## config.mk

```make
export PLATFORM = sky130hd
export DESIGN_NAME = sde_ps_rd_pack
export DESIGN_NICKNAME = d
export VERILOG_FILES = /design/src/rtl/sde_ps_rd_pack.sv
export SDC_FILE = /design/constraint.sdc
export NUM_CORES = 2
export LEC_CHECK = 0
export CAP_MARGIN = 25
export CORE_ASPECT_RATIO = 0.9
export CORE_MARGIN = 2
export CORE_UTILIZATION = 30
export CTS_CLUSTER_SIZE = 12
export DETAILED_ROUTE_END_ITERATION = 8
export PLACE_DENSITY_LB_ADDON = 0.2
export SKIP_LAST_GASP = 1
export SLEW_MARGIN = 20
export SYNTH_ARGS = -nofsm -noshare
export SYNTH_HDL_FRONTEND = slang
export SYNTH_SLANG_ARGS = --single-unit
export TNS_END_PERCENT = 10
```

## constraint.sdc

```tcl
create_clock -name clk -period 6.6 [get_ports clk]
set_input_delay 0.99 -clock clk [delete_from_list [all_inputs] [get_ports clk]]
set_output_delay 0.99 -clock clk [all_outputs]
set_load 0.03 [all_outputs]
```

## src/rtl/sde_ps_rd_pack.sv

```systemverilog
// PCIS read-direction packer: fetches ACC_WIDTH words from the accumulator slave and
// returns them LSB-first as PCIS_DATA_WIDTH beats on an AXI-style valid/ready/last channel.
//
//   state | meaning
//   IDLE  | waiting for a read request from the PS FSM
//   FETCH | requesting words from the slave and packing beats
//   DRAIN | all words fetched; waiting for the last beat to handshake
module sde_ps_rd_pack #(
    parameter int PCIS_DATA_WIDTH = 512,
    parameter int PCIS_ADDR_WIDTH = 64,
    parameter int PCIS_LEN_WIDTH  = 8,
    parameter int ACC_WIDTH       = 64,
    parameter logic [PCIS_ADDR_WIDTH-1:0] START_ADDR = '0
) (
    input  logic                       clk,
    input  logic                       rst_n,
    input  logic                       rd_req_valid,
    input  logic [PCIS_ADDR_WIDTH-1:0] rd_req_addr,
    input  logic [PCIS_LEN_WIDTH-1:0]  rd_req_len,
    output logic                       rd_req_ready,
    output logic                       acc_rd_req,
    input  logic [ACC_WIDTH-1:0]       acc_rdata,
    input  logic                       acc_rd_ack,
    output logic [PCIS_DATA_WIDTH-1:0] pcis_rdata,
    output logic                       pcis_rlast,
    output logic                       pcis_rvalid,
    input  logic                       pcis_rready,
    output logic                       ooo_error,
    output logic                       unalin_error
);
    localparam int WPB  = PCIS_DATA_WIDTH / ACC_WIDTH;
    localparam int LWPB = $clog2(WPB);
    localparam int CW   = (WPB > 1) ? LWPB : 1;
    localparam int WLW  = PCIS_LEN_WIDTH + LWPB + 1;
    localparam int BLW  = PCIS_LEN_WIDTH + 1;

    typedef enum logic [1:0] {IDLE, FETCH, DRAIN} state_t;

    state_t                     state_q, state_d;
    logic [WLW-1:0]             words_left_q, words_left_d;
    logic [BLW-1:0]             beats_left_q, beats_left_d;
    logic [PCIS_DATA_WIDTH-1:0] fill_q, fill_d, fill_ins;
    logic [CW-1:0]              fill_cnt_q, fill_cnt_d;
    logic                       fill_full_q, fill_full_d;
    logic [PCIS_DATA_WIDTH-1:0] rdata_q, rdata_d;
    logic                       rlast_q, rlast_d;
    logic                       rvalid_q, rvalid_d;
    logic [PCIS_ADDR_WIDTH-1:0] prev_addr_q, prev_addr_d;
    logic                       ooo_q, ooo_d;
    logic                       unalin_q, unalin_d;

    logic req_acc, word_fire, beat_done, slot_free, rd_hs, last_load;

    assign rd_req_ready = (state_q == IDLE) & rst_n;
    assign acc_rd_req   = rst_n & (state_q == FETCH) & (words_left_q != '0) & ~fill_full_q;
    assign pcis_rdata   = rdata_q;
    assign pcis_rlast   = rlast_q;
    assign pcis_rvalid  = rvalid_q;
    assign ooo_error    = ooo_q;
    assign unalin_error = unalin_q;

    always_comb begin
        state_d      = state_q;
        words_left_d = words_left_q;
        beats_left_d = beats_left_q;
        fill_d       = fill_q;
        fill_cnt_d   = fill_cnt_q;
        fill_full_d  = fill_full_q;
        rdata_d      = rdata_q;
        rlast_d      = rlast_q;
        rvalid_d     = rvalid_q;
        prev_addr_d  = prev_addr_q;
        ooo_d        = 1'b0;
        unalin_d     = 1'b0;

        req_acc   = rd_req_valid & rd_req_ready;
        word_fire = acc_rd_req & acc_rd_ack;
        beat_done = word_fire & (fill_cnt_q == CW'(WPB - 1));
        slot_free = ~rvalid_q | pcis_rready;
        rd_hs     = rvalid_q & pcis_rready;
        // A beat loaded in the same cycle its predecessor handshakes sees beats_left one high.
        last_load = (beats_left_q == (rd_hs ? BLW'(2) : BLW'(1)));

        fill_ins = fill_q;
        fill_ins[fill_cnt_q*ACC_WIDTH +: ACC_WIDTH] = acc_rdata;

        if (rd_hs) begin
            rvalid_d     = 1'b0;
            rlast_d      = 1'b0;
            beats_left_d = beats_left_q - BLW'(1);
        end

        if (word_fire) begin
            fill_d       = fill_ins;
            fill_cnt_d   = beat_done ? '0 : fill_cnt_q + CW'(1);
            words_left_d = words_left_q - WLW'(1);
        end

        if (fill_full_q && slot_free) begin
            rdata_d     = fill_q;
            rlast_d     = last_load;
            rvalid_d    = 1'b1;
            fill_full_d = 1'b0;
        end else if (beat_done) begin
            if (slot_free) begin
                rdata_d  = fill_ins;
                rlast_d  = last_load;
                rvalid_d = 1'b1;
            end else begin
                fill_full_d = 1'b1;
            end
        end

        case (state_q)
            IDLE: begin
                if (req_acc) begin
                    words_left_d = (WLW'(rd_req_len) + WLW'(1)) << LWPB;
                    beats_left_d = BLW'(rd_req_len) + BLW'(1);
                    fill_cnt_d   = '0;
                    unalin_d     = (rd_req_addr[5:0] != 6'd0);
                    ooo_d        = (rd_req_addr < prev_addr_q) && (rd_req_addr != START_ADDR);
                    prev_addr_d  = rd_req_addr;
                    state_d      = FETCH;
                end
            end
            FETCH: begin
                if (word_fire && (words_left_q == WLW'(1))) state_d = DRAIN;
            end
            DRAIN: begin
                if (rd_hs && (beats_left_q == BLW'(1))) state_d = IDLE;
            end
            default: state_d = IDLE;
        endcase
    end

    always_ff @(posedge clk) begin
        if (!rst_n) begin
            state_q      <= IDLE;
            words_left_q <= '0;
            beats_left_q <= '0;
            fill_q       <= '0;
            fill_cnt_q   <= '0;
            fill_full_q  <= 1'b0;
            rdata_q      <= '0;
            rlast_q      <= 1'b0;
            rvalid_q     <= 1'b0;
            prev_addr_q  <= '0;
            ooo_q        <= 1'b0;
            unalin_q     <= 1'b0;
        end else begin
            state_q      <= state_d;
            words_left_q <= words_left_d;
            beats_left_q <= beats_left_d;
            fill_q       <= fill_d;
            fill_cnt_q   <= fill_cnt_d;
            fill_full_q  <= fill_full_d;
            rdata_q      <= rdata_d;
            rlast_q      <= rlast_d;
            rvalid_q     <= rvalid_d;
            prev_addr_q  <= prev_addr_d;
            ooo_q        <= ooo_d;
            unalin_q     <= unalin_d;
        end
    end
endmodule

```

After elaboration in Yosys (flattened, before gate mapping)
Index checks and enable logic that the tools add are counted.

storage, ports and cells
  flip-flop bits (word level) = 1,119
  input port bits = 141
  output and inout port bits = 518
  logic and storage cells = 86

operators by class
  add/sub/neg operators = 6
  order comparisons = 1
  equal/unequal tests = 9
  shifts and indexed selects = 2
  multiplexer cells = 27
  bitwise operators = 13
  reductions and logical operators = 16

operators by type and width
  cell                                                                       count
  512-bit 2-to-1 mux                                                         3
  512-bit bitwise mux                                                        1
  64-bit by 34-bit variable shift with 512-bit output, first input constant  1
  64-bit by 34-bit variable part select with 512-bit output                  1
  64-bit less-than comparator                                                1
  64-bit nonzero test                                                        1
  12-bit 2-to-1 mux                                                          3
  9-bit negation with 34-bit output                                          1
  9-bit 2-to-1 mux                                                           3
  8-bit by 1-bit adder with 9-bit output, second input constant              2
  12-bit by 1-bit equality test with 1-bit output, second input constant     1
  3-bit 2-to-1 mux                                                           4
  12-bit nonzero test                                                        1
  12-bit by 1-bit subtractor with 12-bit output, second input constant       1
  9-bit by 1-bit equality test with 1-bit output, second input constant      1
  9-bit by 2-bit equality test with 1-bit output                             1
  9-bit by 1-bit subtractor with 9-bit output, second input constant         1
  1-bit bitwise AND                                                          8
  1-bit 2-to-1 mux                                                           8
  2-bit 2-to-1 mux                                                           4
  2-bit one-hot mux with 3 select lines                                      1
  2-bit AND reduction                                                        3
  3-bit AND reduction                                                        2
  6-bit nonzero test                                                         1
  12 further kinds                                                           20

Logic depth before layout (Yosys ltp)
  depth in word-level cells = 10
  gate-level depth with buffers = 11
  mapped depth without buffers = 9

Worst setup path before layout
Ideal clock, no wire load.

  path type = input port to flip-flop
  from = input port rst_n
  to = register ooo_q, in the netlist ooo_error
  arrival time = 2,962 ps
  slack = 3,581 ps
  stages on the path = 8
  path through = buf_2 -> nor3b_1 -> and2_1 -> clkbuf_1 -> nand2_1 -> a211oi_1 -> o221ai_1 -> o21ba_2

on the way
  longest elaborated chain between the ends = 3

RTL lines
  what                                  RTL line  text
  from (decl)                           16        input logic rst_n,
  1-bit bitwise AND                     54        assign rd_req_ready = (state_q == IDLE) & rst_n;
  net rd_req_ready                      20        output logic rd_req_ready,
  1-bit bitwise AND                     76        req_acc = rd_req_valid & rd_req_ready;
  3-bit AND reduction (no source line)  -
  to (signal assigned)                  161       ooo_q <= ooo_d;
  to (decl)                             49        logic ooo_q, ooo_d;

The timed path passes the listed nets, and every way through them passes these cells.
A chain may end at the register's enable or synchronous reset.

Worst setup path in the final report
  from = input port rst_n
  to = output port rd_req_ready

on the way
  longest elaborated chain between the ends = 1

RTL lines
  what               RTL line
  1-bit bitwise AND  54
  to (decl)          20

No other way between the ends.

==> flow_summary_export.csv <==
group,metric,value,unit
synthesis,synth-async-reset-ratio,0,%
setup_path,worstPathArrival,3.31,ns
synthesis,ys_top_cells_by_area,"dfxtp_1, a211oi_2, nor2_1",
layout,final_layout_size_suffix_gt1_share,10.72,%
sta,fin_crit,4.301,ns
synthesis,syn-instance-count,5789,
hold_path,worstHoldPathCells,2,
hold_path,hold_path.class,"reg2reg",
floorplan,fp.dieW,424.0,microns
sta,setup_viol,0,
clocking,cts.clk_slew.worst_paths,0.05,ns
setup_path,critical_path_class,"in2out",
sta,fmax,232.5,MHz
routing,viasPerCell,5.129,
clocking,numCtsBuffers,134,
placement,gp_congestion,0.8063,
power,power.density,252.6,nW/um^2
setup_path,r2r-start,"fill_cnt_q[0]",
clocking,cts_tree,"done",
sta,tightest_slew,1.122,ns
clocking,clock_latency,0.77,ns
setup_path,endpoint,"rd_req_ready",
global_routing,antenna_found_initial,18,
outcome,status,"complete, no violations",
layout,nets,6338,
layout,multi_input_area,22640,sq um
power,power_leakage,0.01849,uW
setup_path,critPathCaptureType,"output port",
global_routing,grt_pass1_vias,38757,
synthesis,syn_nets,6005,
routing,final_antenna_net_count,0,
setup_path,critical_path_required,5.61,ns
synthesis,ys.flop_type,"dfxtp_1",
global_routing,track_usage,22.58,%
synthesis,avgSynthCellArea,8.228,sq um
clocking,cts_resized,0,
global_routing,grt-ovfl-total,0,
setup_path,critPathMaxFanout,75,
sta,rsz0062_at_grt,"false",
routing,vias,42723,
sta,clock_skew,0.02440,ns
clocking,postCtsSetupBuffers,0,
routing,drt-total-wl,189.8,mm
synthesis,yosysSeqAreaShare,47.03,%
setup_path,worst_r2r_path_depth,9,
sta,hold_ws,0.4513,ns
layout,syn_to_final_growth,26.30,%
layout,fillers,16007,
synthesis,synth-edff-count,0,
clocking,holdBufCountCts,0,
floorplan,die_y,382.0,microns
sta,timing.slew.headroom,25.00,%
placement,hpwl,124.7,mm
clocking,clock-sinks,1119,
setup_path,rrSetupSlack,2.51,ns
floorplan,coreArea,157500,sq um
routing,drt_iter0_drc,3696,
clocking,cts_root_buffer,"clkbuf_16",
setup_path,r2r-end,"fill_q[195]",
clocking,clock_path_buffers,3,
clocking,htree_levels,4,
routing,drt_first_pass_iters,6,
routing,wl_per_cell,22.79,microns
sta,period_share,65.17,%
floorplan,rows,138,
synthesis,synth_seq_cells,1119,
flow_run,cap_viol_max_count,0,
synthesis,ys_types,49,
routing,drc,0,
power,ir_worst_vdd,0.0002324,V
sta,finalHoldViolCount,0,
global_routing,grt_pass1_wl,271.8,mm
setup_path,startpoint,"rst_n",
layout,register_area,22400,sq um
global_routing,grt_max_degree,200,
floorplan,design.portCount,659,
placement,io_buffers,658,
setup_path,critPathLaunchType,"primary input",
synthesis,synth_top_area_share,47.03,%
sta,slew_violations,0,
sta,tns,0,ns
floorplan,initial_core_util,30.25,%
synthesis,yosys.area.top_type,"dfxtp_1",
floorplan,dieArea,162000,sq um
synthesis,synth_area,47630,sq um
synthesis,yosysWarnings,0,
-- stage by stage --
stage / cell area [sq um] / instances / power (uW) / util (%) / setup slack [ns]
global route: 60140 / 8323 / 15720 / 38.19 / 2.237
CTS: 60110 / 8322 / 15380 / 38.17 / 2.379
global placement: 55630 / 8078 / 7878 / 35.33 / 2.116
floorplan: 47630 / 5789 / 7428 / - / 3.581
finish: 60160 / 8329 / 15200 / 38.20 / 2.299
detailed placement: 55730 / 8085 / 7888 / 35.39 / 2.107
-- per-layer routing --
metal | global-route usage, % | vias up | routed length (microns) | share of wire, %
met2 | 36.52 | 1208 | 88040 | 46
met3 | 4.307 | 264 | 11520 | 6.1
li1 | - | 20943 | - | -
met4 | 8.594 | 6 | 7377 | 3.9
met5 | 0 | - | 37 | 0.019
met1 | 29.66 | 20302 | 82860 | 44
-- cells in the mapped netlist, types with 2 or more instances --
cell,instances
dfxtp_1,1119
nor2_1,982
a21oi_1,616
nand3_1,592
nand2_1,559
clkbuf_1,451
o21ai_0,341
a211oi_2,300
a211oi_1,219
o31ai_1,130
ha_1,75
inv_1,72
mux2i_1,64
buf_1,57
buf_2,45
buf_6,32
nand4_1,20
nor4_1,20
xor2_1,15
nor3_1,14
xnor2_1,7
or3_1,6
a21o_1,5
a31oi_1,5
and2_1,3
and3_1,3
nor2b_1,3
nor3b_1,3
or4_1,3
a211o_1,2
and4_1,2
buf_4,2
nand2b_1,2
nand3b_1,2
nand4b_1,2
o211ai_1,2
o221ai_1,2
-- cell usage in the layout, fill, tap and decap left out, drive strengths merged, types with 5 or more instances in the layout --
master and count:
buf 128, nand2 559, diode 6, dfxtp 1119, xnor2 7, nand4 20, a31oi 5, nand3 592
bufinv 7, nor4 21, xor2 15, clkdlybuf4s50 656, o21ai 341, ha 75, clkbuf 197, or3 6
nor2 983, a211oi 519, a21oi 616, a21o 5, clkinv 21, mux2i 64, nor3 14, inv 81
o31ai 130
-- kinds of logic (layout without fill, tap and decap cells) --
family                   Yosys count  count (layout)  share of synthesized area (%)
multiplexers                      65              65                          1.369
AO/OA/AOI/OAI                   1629            1629                          23.84
other                              0               6                              0
AND/OR/NAND/NOR                 2220            2220                          19.56
flip-flops                      1119            1119                          47.03
adder cells (fa/ha/maj)           75              75                          1.970
XOR/XNOR                          22              22                         0.4046
buffers and inverters            659            1093                          5.832
-- power by group --
group | internal, uW | switching [uW]
Clock | 4410 | 3060
Combinational | 264 | 640
Sequential | 6800 | 26.7
Total | 11500 | 3730
-- worst max-delay path: stages --
cell and delay, ns:
buf_8 0.39, nor3b_1 0.97, clkdlybuf4s50_1 0.85
-- how the worst min path moves through the flow --
stage / from / slack (ns) / end
after floorplan: fill_q[0] / 0.44 / fill_q[0]
after global placement: fill_q[37] / 0.44 / fill_q[37]
after detailed placement: fill_q[1] / 0.45 / fill_q[1]
after CTS: prev_addr_q[23] / 0.45 / prev_addr_q[23]
after global routing: fill_q[11] / 0.47 / fill_q[11]
final: fill_q[34] / 0.45 / fill_q[34]
-- cell type report --
cell class,instances,share of cell area (%)
Antenna cell,6,0.02496
Clock inverter,40,0.7488
Inverter,72,0.4617
Sequential cell,1119,37.24
Clock buffer,197,6.539
Tap cell,2100,4.368
Timing Repair Buffer,784,12.98
Multi-Input combinational cell,4011,37.64
-- state kept, by name, summed over array words and instances (netlist names) --
name / flops
unalin_error: 1
fill_q: 512
pcis_rvalid: 1
state_q: 2
pcis_rlast: 1
words_left_q: 12
fill_full_q: 1
pcis_rdata: 512
ooo_error: 1
fill_cnt_q: 3
beats_left_q: 9
prev_addr_q: 64
Note: power is estimated with default switching activity, not from simulation.
